### src/rtl/alu_pkg.sv
// Shared definitions for the 4-bit ALU and its command front-end:
// FSM state encoding, default widths and ALU select codes.
package alu_pkg;

  localparam int W_DEF     = 4;
  localparam int SEL_W_DEF = 3;

  typedef enum logic [1:0] {
    IDLE  = 2'd0,
    ISSUE = 2'd1,
    HOLD  = 2'd2
  } state_e;

  localparam logic [2:0] SEL_ADD  = 3'b000;
  localparam logic [2:0] SEL_SUB  = 3'b001;
  localparam logic [2:0] SEL_AND  = 3'b010;
  localparam logic [2:0] SEL_OR   = 3'b011;
  localparam logic [2:0] SEL_XOR  = 3'b100;
  localparam logic [2:0] SEL_NOTA = 3'b101;
  localparam logic [2:0] SEL_SHL  = 3'b110;
  localparam logic [2:0] SEL_SHR  = 3'b111;

endpackage

### src/rtl/alu_cmd_ctrl_if.sv
// Command and result handshake bundle for alu_cmd_ctrl.
// master = command source / result sink, slave = the controller.
interface alu_cmd_ctrl_if
  import alu_pkg::*;
#(
  parameter int W     = W_DEF,
  parameter int SEL_W = SEL_W_DEF
);

  logic             in_valid;
  logic             in_ready;
  logic [W-1:0]     in_a;
  logic [W-1:0]     in_b;
  logic [SEL_W-1:0] in_sel;
  logic             in_use_acc;
  logic             out_valid;
  logic             out_ready;
  logic [W-1:0]     out_y;

  modport master (
    output in_valid, in_a, in_b, in_sel, in_use_acc, out_ready,
    input  in_ready, out_valid, out_y
  );

  modport slave (
    input  in_valid, in_a, in_b, in_sel, in_use_acc, out_ready,
    output in_ready, out_valid, out_y
  );

endinterface

### src/rtl/alu_cmd_ctrl_fsm.sv
// IDLE/ISSUE/HOLD sequencer for alu_cmd_ctrl: state register, handshake
// decode and datapath load strobes.
module alu_cmd_ctrl_fsm
  import alu_pkg::*;
(
  input  logic clk,
  input  logic rst_n,
  input  logic in_valid_i,
  input  logic out_ready_i,
  output logic in_ready_o,
  output logic accept_o,
  output logic capture_o,
  output logic out_valid_o,
  output logic busy_o
);

  state_e state_q;
  logic   out_valid_q;
  logic   busy_q;

  // Ready in HOLD follows out_ready so a drained result frees the slot at once.
  assign in_ready_o  = (state_q == IDLE) | ((state_q == HOLD) & out_ready_i);
  assign accept_o    = in_valid_i & in_ready_o;
  assign capture_o   = (state_q == ISSUE);
  assign out_valid_o = out_valid_q;
  assign busy_o      = busy_q;

  always_ff @(posedge clk or negedge rst_n) begin
    if (!rst_n) begin
      state_q     <= IDLE;
      out_valid_q <= 1'b0;
      busy_q      <= 1'b0;
    end else begin
      case (state_q)
        IDLE: begin
          if (in_valid_i) begin
            state_q <= ISSUE;
            busy_q  <= 1'b1;
          end
        end
        ISSUE: begin
          state_q     <= HOLD;
          out_valid_q <= 1'b1;
          busy_q      <= 1'b1;
        end
        HOLD: begin
          if (out_ready_i) begin
            out_valid_q <= 1'b0;
            if (in_valid_i) begin
              state_q <= ISSUE;
            end else begin
              state_q <= IDLE;
              busy_q  <= 1'b0;
            end
          end
        end
        default: begin
          state_q     <= IDLE;
          out_valid_q <= 1'b0;
          busy_q      <= 1'b0;
        end
      endcase
    end
  end

endmodule

### src/rtl/alu_cmd_ctrl.sv
// Command front-end for the combinational ALU: registers operands, captures
// the result one cycle later. Optional accumulator feedback: ALU_CMD_ACC_EN.
module alu_cmd_ctrl
  import alu_pkg::*;
#(
  parameter int W     = W_DEF,
  parameter int SEL_W = SEL_W_DEF,
  parameter int CNT_W = 8
) (
  input  logic             clk,
  input  logic             rst_n,
  alu_cmd_ctrl_if.slave    cmd,
  output logic [W-1:0]     alu_a,
  output logic [W-1:0]     alu_b,
  output logic [SEL_W-1:0] alu_sel,
  input  logic [W-1:0]     alu_y,
  output logic             busy,
  output logic [CNT_W-1:0] op_count
);

  logic accept;
  logic capture;

  logic [W-1:0]     alu_a_q,    alu_a_d;
  logic [W-1:0]     alu_b_q,    alu_b_d;
  logic [SEL_W-1:0] alu_sel_q,  alu_sel_d;
  logic [W-1:0]     out_y_q,    out_y_d;
  logic [CNT_W-1:0] op_count_q, op_count_d;

  alu_cmd_ctrl_fsm u_fsm (
    .clk         (clk),
    .rst_n       (rst_n),
    .in_valid_i  (cmd.in_valid),
    .out_ready_i (cmd.out_ready),
    .in_ready_o  (cmd.in_ready),
    .accept_o    (accept),
    .capture_o   (capture),
    .out_valid_o (cmd.out_valid),
    .busy_o      (busy)
  );

`ifdef ALU_CMD_ACC_EN
  logic [W-1:0] acc_q, acc_d;

  // accept and capture never coincide, so acc_q at accept is the latest result.
  always_comb begin
    acc_d = acc_q;
    if (capture) begin
      acc_d = alu_y;
    end
  end

  always_ff @(posedge clk or negedge rst_n) begin
    if (!rst_n) begin
      acc_q <= '0;
    end else begin
      acc_q <= acc_d;
    end
  end
`else
  logic unused_use_acc;
  assign unused_use_acc = cmd.in_use_acc;
`endif

  always_comb begin
    alu_a_d    = alu_a_q;
    alu_b_d    = alu_b_q;
    alu_sel_d  = alu_sel_q;
    out_y_d    = out_y_q;
    op_count_d = op_count_q;
    if (accept) begin
      alu_a_d   = cmd.in_a;
`ifdef ALU_CMD_ACC_EN
      if (cmd.in_use_acc) begin
        alu_a_d = acc_q;
      end
`endif
      alu_b_d   = cmd.in_b;
      alu_sel_d = cmd.in_sel;
    end
    if (capture) begin
      out_y_d    = alu_y;
      op_count_d = op_count_q + CNT_W'(1);
    end
  end

  always_ff @(posedge clk or negedge rst_n) begin
    if (!rst_n) begin
      alu_a_q    <= '0;
      alu_b_q    <= '0;
      alu_sel_q  <= '0;
      out_y_q    <= '0;
      op_count_q <= '0;
    end else begin
      alu_a_q    <= alu_a_d;
      alu_b_q    <= alu_b_d;
      alu_sel_q  <= alu_sel_d;
      out_y_q    <= out_y_d;
      op_count_q <= op_count_d;
    end
  end

  assign alu_a     = alu_a_q;
  assign alu_b     = alu_b_q;
  assign alu_sel   = alu_sel_q;
  assign cmd.out_y = out_y_q;
  assign op_count  = op_count_q;

endmodule

### src/flat_wrapper.sv
// flat-port wrapper written by rule: the top's interface ports become plain ports
module alu_cmd_ctrl_flat import alu_pkg::*;
#(
  parameter int W     = W_DEF,
  parameter int SEL_W = SEL_W_DEF,
  parameter int CNT_W = 8
)
  (clk, rst_n, alu_a, alu_b, alu_sel, alu_y, busy, op_count, cmd_in_valid, cmd_in_a, cmd_in_b, cmd_in_sel, cmd_in_use_acc, cmd_out_ready, cmd_in_ready, cmd_out_valid, cmd_out_y);
  alu_cmd_ctrl_if #(.W(W), .SEL_W(SEL_W)) cmd_i ();
  input  logic clk;
  input  logic rst_n;
  output logic [W-1:0] alu_a;
  output logic [W-1:0] alu_b;
  output logic [SEL_W-1:0] alu_sel;
  input  logic [W-1:0] alu_y;
  output logic busy;
  output logic [CNT_W-1:0] op_count;
  input wire logic [$bits(cmd_i.in_valid)-1:0] cmd_in_valid;
  input wire logic [$bits(cmd_i.in_a)-1:0] cmd_in_a;
  input wire logic [$bits(cmd_i.in_b)-1:0] cmd_in_b;
  input wire logic [$bits(cmd_i.in_sel)-1:0] cmd_in_sel;
  input wire logic [$bits(cmd_i.in_use_acc)-1:0] cmd_in_use_acc;
  input wire logic [$bits(cmd_i.out_ready)-1:0] cmd_out_ready;
  output wire logic [$bits(cmd_i.in_ready)-1:0] cmd_in_ready;
  output wire logic [$bits(cmd_i.out_valid)-1:0] cmd_out_valid;
  output wire logic [$bits(cmd_i.out_y)-1:0] cmd_out_y;
  assign cmd_i.in_valid = cmd_in_valid;
  assign cmd_i.in_a = cmd_in_a;
  assign cmd_i.in_b = cmd_in_b;
  assign cmd_i.in_sel = cmd_in_sel;
  assign cmd_i.in_use_acc = cmd_in_use_acc;
  assign cmd_i.out_ready = cmd_out_ready;
  assign cmd_in_ready = cmd_i.in_ready;
  assign cmd_out_valid = cmd_i.out_valid;
  assign cmd_out_y = cmd_i.out_y;
  alu_cmd_ctrl #(.W(W), .SEL_W(SEL_W), .CNT_W(CNT_W)) u_core (.clk(clk), .rst_n(rst_n), .cmd(cmd_i), .alu_a(alu_a), .alu_b(alu_b), .alu_sel(alu_sel), .alu_y(alu_y), .busy(busy), .op_count(op_count));
endmodule
### config.mk
export PLATFORM = sky130hd
export DESIGN_NAME = alu_cmd_ctrl_flat
export DESIGN_NICKNAME = d
export VERILOG_FILES = /design/src/rtl/alu_pkg.sv /design/src/rtl/alu_cmd_ctrl_if.sv /design/src/rtl/alu_cmd_ctrl_fsm.sv /design/src/rtl/alu_cmd_ctrl.sv /design/src/flat_wrapper.sv
export SDC_FILE = /design/constraint.sdc
export NUM_CORES = 1
export LEC_CHECK = 0
export ABC_AREA = 1
export CAP_MARGIN = 20
export CORE_ASPECT_RATIO = 0.9
export CORE_MARGIN = 3
export CORE_UTILIZATION = 42
export CTS_CLUSTER_DIAMETER = 120
export DETAILED_ROUTE_END_ITERATION = 7
export PLACE_DENSITY = 0.81
export RECOVER_POWER = 50
export SKIP_LAST_GASP = 1
export SYNTH_ARGS = -nofsm -noshare
export SYNTH_HDL_FRONTEND = slang
export SYNTH_SLANG_ARGS = --single-unit
### constraint.sdc
create_clock -name clk -period 1.43 [get_ports clk]
set_input_delay 0.429 -clock clk [delete_from_list [all_inputs] [get_ports clk]]
set_output_delay 0.429 -clock clk [all_outputs]
set_load 0.03 [all_outputs]
After elaboration in Yosys (flattened, before gate mapping)
Cells that the tools add are included.
- multiplexer cells: 10
- eq/ne operators: 5
- add/subtract/negate cells: 1
- reduce and logical (&&, ||, !) cells: 4
- bitwise gates (word level): 4
- operators with widths (kind ; count):
    8-bit by 1-bit adder with 8-bit output (second input constant) ; 1
    2-bit inequality test (second input constant) ; 3
    1-bit one-hot mux with 3 select lines ; 2
    2-bit one-hot mux with 3 select lines ; 1
    1-bit 2-to-1 mux ; 5
    2-bit 2-to-1 mux ; 2
    2-bit AND reduction ; 2
    3-bit AND reduction ; 1
    1-bit bitwise AND ; 2
    2-bit by 1-bit equality test with 1-bit output (second input constant) ; 1
    2-bit equality test (second input constant) ; 1
    2-bit logical NOT ; 1
    1-bit NOT ; 1
    1-bit bitwise OR ; 1
- input port bits: 20
- output and inout bits: 26
- flip-flop bits (word level): 27

Longest topological paths before layout
- word-level depth: 4
- mapped depth: 7

Modules after synthesis
A second synthesis with hierarchy kept.
- cell total of the unflattened synthesis: 97
- area total of the unflattened synthesis: 1158.6 um2
- modules (own cells, without submodules) (module ; cells each ; seq. area each (um2) ; area each (um2) ; instances):
    alu_cmd_ctrl ; 72 ; 575.6 ; 964.7 ; 1
    alu_cmd_ctrl_fsm ; 25 ; 100.1 ; 193.9 ; 1

Least setup slack after synthesis
OpenSTA, ideal clock, no wires.
- kind: reg2reg
- start: register u_core.op_count_q[0], in the netlist u_core.op_count[0]
- end: register u_core.op_count_q[6], in the netlist u_core.op_count[6]
- stages on the path, launching flop included: 7
- required time: 1.317 ns
- path buffers: 0
- setup time: 0.113 ns
- period minus slack after synthesis: 1.282 ns
- path slack: 0.148 ns
- arrival: 1.169 ns
- cell sequence: dfrtp_1 ha_1 nand3_1 nor2_2 nand3_1 nand2_1 inv_1
- longest elaborated chain between the ends: 1
- ends and longest elaborated chain (what ; RTL line ; source):
    start, declared ; alu_cmd_ctrl.sv:28 ; logic [CNT_W-1:0] op_count_q, op_count_d;
    start signal, assigned ; alu_cmd_ctrl.sv:99 ; op_count_q <= op_count_d;
    8-bit by 1-bit adder with 8-bit output ; alu_cmd_ctrl.sv:83 ; op_count_d = op_count_q + CNT_W'(1);
No other way between the ends.
A chain may end at the register's enable or synchronous reset.

Final worst setup path
- start: register u_core.u_fsm.state_q[0]
- end: output cmd_in_ready
- longest elaborated chain between the ends: 3
- elaborated cells on any way between the ends: 4
- ends and longest elaborated chain (what ; RTL line ; source):
    start, declared ; alu_cmd_ctrl_fsm.sv:17 ; state_e state_q;
    start signal, assigned ; alu_cmd_ctrl_fsm.sv:30 ; state_q <= IDLE;
    start signal, assigned ; alu_cmd_ctrl_fsm.sv:37 ; state_q <= ISSUE;
    start signal, assigned ; alu_cmd_ctrl_fsm.sv:42 ; state_q <= HOLD;
    2-bit equality test ; alu_cmd_ctrl_fsm.sv:22 ; assign in_ready_o = (state_q == IDLE) | ((state_q == HOLD) & out_ready_i);
    1-bit bitwise AND ; alu_cmd_ctrl_fsm.sv:22 ;
    1-bit bitwise OR * ; alu_cmd_ctrl_fsm.sv:22 ;
    end, declared ; flat_wrapper.sv:24 ; output wire logic [$bits(cmd_i.in_ready)-1:0] cmd_in_ready;
Mark *: on every way between the ends. The rest lies on a longest branch, timed or not.

==> flow_summary.ini <==
[placed_design]
io_buffers = 44
place_congestion = 0.706
dp_hpwl_mm = 1.86

[worst_setup_path]
critPathKind = flip-flop to output port
rr_endpoint = u_core.op_count[1]$_DFFE_PN0P_
crit_fanout = 2
worst_ep_arrival_time_ps = 1060
slowest_stage = dfrtp_2
cpPeakStageDelay_ps = 460
cp_cell_sequence = a21oi_4 > buf_6
start_kind = flip-flop
worstPathRequired_ps = 1000
rr_worst_depth = 4
worst-r2r-setup-slack_ps = 40
r2r_start = u_core.u_fsm.state_q[1]$_DFFE_PN0P_
cp-end-kind = output port

[timing]
post-route-min-period_ps = 1490
rsz0062_at_grt = true
worst_pin_slew_ps = 638
setup_slack_ps = -55.4
fin_crit_sh_pct = 104
hold_viol = 0
finalClockSkew_ps = 12.4
drv_slew = 0
setup_viol = 1
max_freq_mhz = 673
relSlewSlack_pct = 57.4

[status]
failed_checks = negative setup slack
status = complete, but fails checks

[floorplanning]
pin_count = 46
start_util_pct = 45.2
rows = 17
die_h_um = 55.3
core_area_um2 = 2510
die_w_um = 60.8
die-area_um2 = 3360

[pwr]
irDropWorstVdd_mv = 0.789
p_total_w = 0.00270
leakage_nw = 0.841
power_density_nw_per_um2 = 1680

[synthesis]
ys_ff_latch = 27
ys_seq_area_share_pct = 59.5
synth_cell_type_count = 19
syn_inst = 116
ys_warn_count = 0
synth_fp_nets = 137
postSynthAreaPerCell_um2 = 9.78
syn-cell-area_um2 = 1130

[detailed_routing]
drc = 0
drt_wl_total_mm = 2.37
vias_per_cell = 4.80
ant_nets = 0
first_iter_violations = 34
vias = 941
firstDrtPassIters = 4
avgRoutedWirePerCell_um = 12.1

[cells_and_area]
fin_util_pct = 64.0
area_growth_pct = 41.5
drive_gt1_share_pct = 28.0
n_fill_cell = 218
num_antenna_cells = 0
nNetsFinal = 190
mostFrequentLayoutCell = nand2_1
final_cell_mix = nand2_1, buf_4, dfrtp_1

[hold_path]
min_path_cells = 2
worstHoldEndpoint = u_core.alu_b[1]$_DFFE_PN0P_
hold_path.class = flip-flop to flip-flop
hp-start = u_core.alu_b[1]$_DFFE_PN0P_

[global_route]
grt_pass1_vias = 982
antenna_found_initial = 0
gr-total-overflow = 0
grt_first_pass_wirelength_mm = 4.13
grt_max_degree = 28
grt_use_total_pct = 16.0

[cts]
cts.clk_slew.worst_paths_ps = 150
numCtsBuffers = 3
cts_tree = yes
clk_latency_ps = 330
cts_buffer_depth = 2
cts_root_buf = clkbuf_4
cts.sinks = 27
cts_max_level = 1

[run]
maxCapViolations = 0
## cells in the mapped netlist
library cell	number	share of area, %
xor2_1	2	1.5
a21oi_1	2	0.88
xnor2_1	2	1.5
inv_2	2	0.66
nand3_1	4	1.8
nand3b_1	1	0.66
nor3_1	1	0.44
nand2_2	2	1.1
nand2_1	48	16
nor2_2	2	1.1
buf_6	2	2.0
nor2_1	1	0.33
o21ai_0	4	1.8
mux2_2	5	5.0
a21oi_4	1	1.4
inv_1	8	2.6
ha_1	1	1.1
buf_4	1	0.66
dfrtp_1	27	60
## layer usage
layer,track usage (%),up-vias,share of wire (%)
li1,-,461,-
met1,18.5,447,40
met2,27.5,31,52
met3,6.31,2,7.8
met4,3.10,0,0.42
met5,0,-,0
## cells by family (layout without fill, tap and decap cells)
family,count (synthesis),after routing,synth area share (%)
muxes,5,5,4.96
DFF,27,27,59.5
adders and majority gates,1,1,1.10
and+or+nand+nor,59,59,21.3
buffers and inverters,13,65,5.95
xor gates and xnor gates,4,4,3.09
AOI/OAI and AO/OA,7,7,4.08
## flip-flops by register name, indices dropped and copies added, names as in the netlist
register	cells
u_core.op_count	8
u_core.alu_a	4
u_core.alu_b	4
u_core.cmd.out_y	4
u_core.alu_sel	3
u_core.u_fsm.state_q	2
u_core.u_fsm.busy_o	1
u_core.u_fsm.out_valid_o	1
## timing repair
item / in CTS / in global routing
hold endpoints to repair: 0 / 0
hold buffers: 0 / 0
gates resized for setup: 4 / 0
endpoints found under the setup margin: 1 / 1
setup buffers: 3 / 0
cloned: 0 / 0
pin swaps: 1 / 0
## through the flow
stage,setup TNS [ps],setup WS (ps),cell area (um2),instances,hold slack (ps)
detailed placement,-2970,-313,1570,189,473
global route,-341,-111,1610,196,540
finish,-55.4,-55.4,1610,196,508
CTS,-77.3,-77.3,1630,196,426
global placement,-2530,-291,1570,189,464
floorplan,0,148,1130,116,133
## worst max-delay path, delay by kind of cell, from the launching register on
kind | cells | cell delay (ps)
flops | 1 | 460
buf+inv | 1 | 140
compound gates | 1 | 130
## cell type report
| class | count | area (um2) | area share [%] |
|---|---|---|---|
| clock buffer | 3 | 22.5 | 1.40 |
| clock inverter | 1 | 7.51 | 0.468 |
| inverter | 10 | 37.5 | 2.34 |
| multi-input combinational | 76 | 389 | 24.2 |
| sequential | 27 | 677 | 42.2 |
| tap | 28 | 35.0 | 2.18 |
| timing repair buffer | 51 | 437 | 27.2 |
## how the worst max path moves through the flow
| stage | start | endpoint | slack [ps] | depth (start not counted) |
|---|---|---|---|---|
| 2_1_floorplan | u_core.op_count[0]$_DFFE_PN0P_ | u_core.op_count[6]$_DFFE_PN0P_ | 150 | 6 |
| 3_3_place_gp | cmd_out_ready | cmd_in_ready | -290 | 4 |
| 3_5_place_dp | cmd_out_ready | cmd_in_ready | -310 | 4 |
| 4_1_cts | u_core.u_fsm.state_q[0]$_DFFE_PN0P_ | cmd_in_ready | -80 | 2 |
| 5_1_grt | u_core.u_fsm.state_q[0]$_DFFE_PN0P_ | cmd_in_ready | -110 | 2 |
| 6_report | u_core.u_fsm.state_q[0]$_DFFE_PN0P_ | cmd_in_ready | -60 | 2 |
## where the power goes
group	internal (W)	leakage (nW)	switching, W
Sequential	0.000980	0.332	0.000176
Clock	0.000107	0.0139	0.000225
Combinational	0.000497	0.495	0.000717
Total	0.00158	0.841	0.00112
Power figures use the tool's default switching activity.
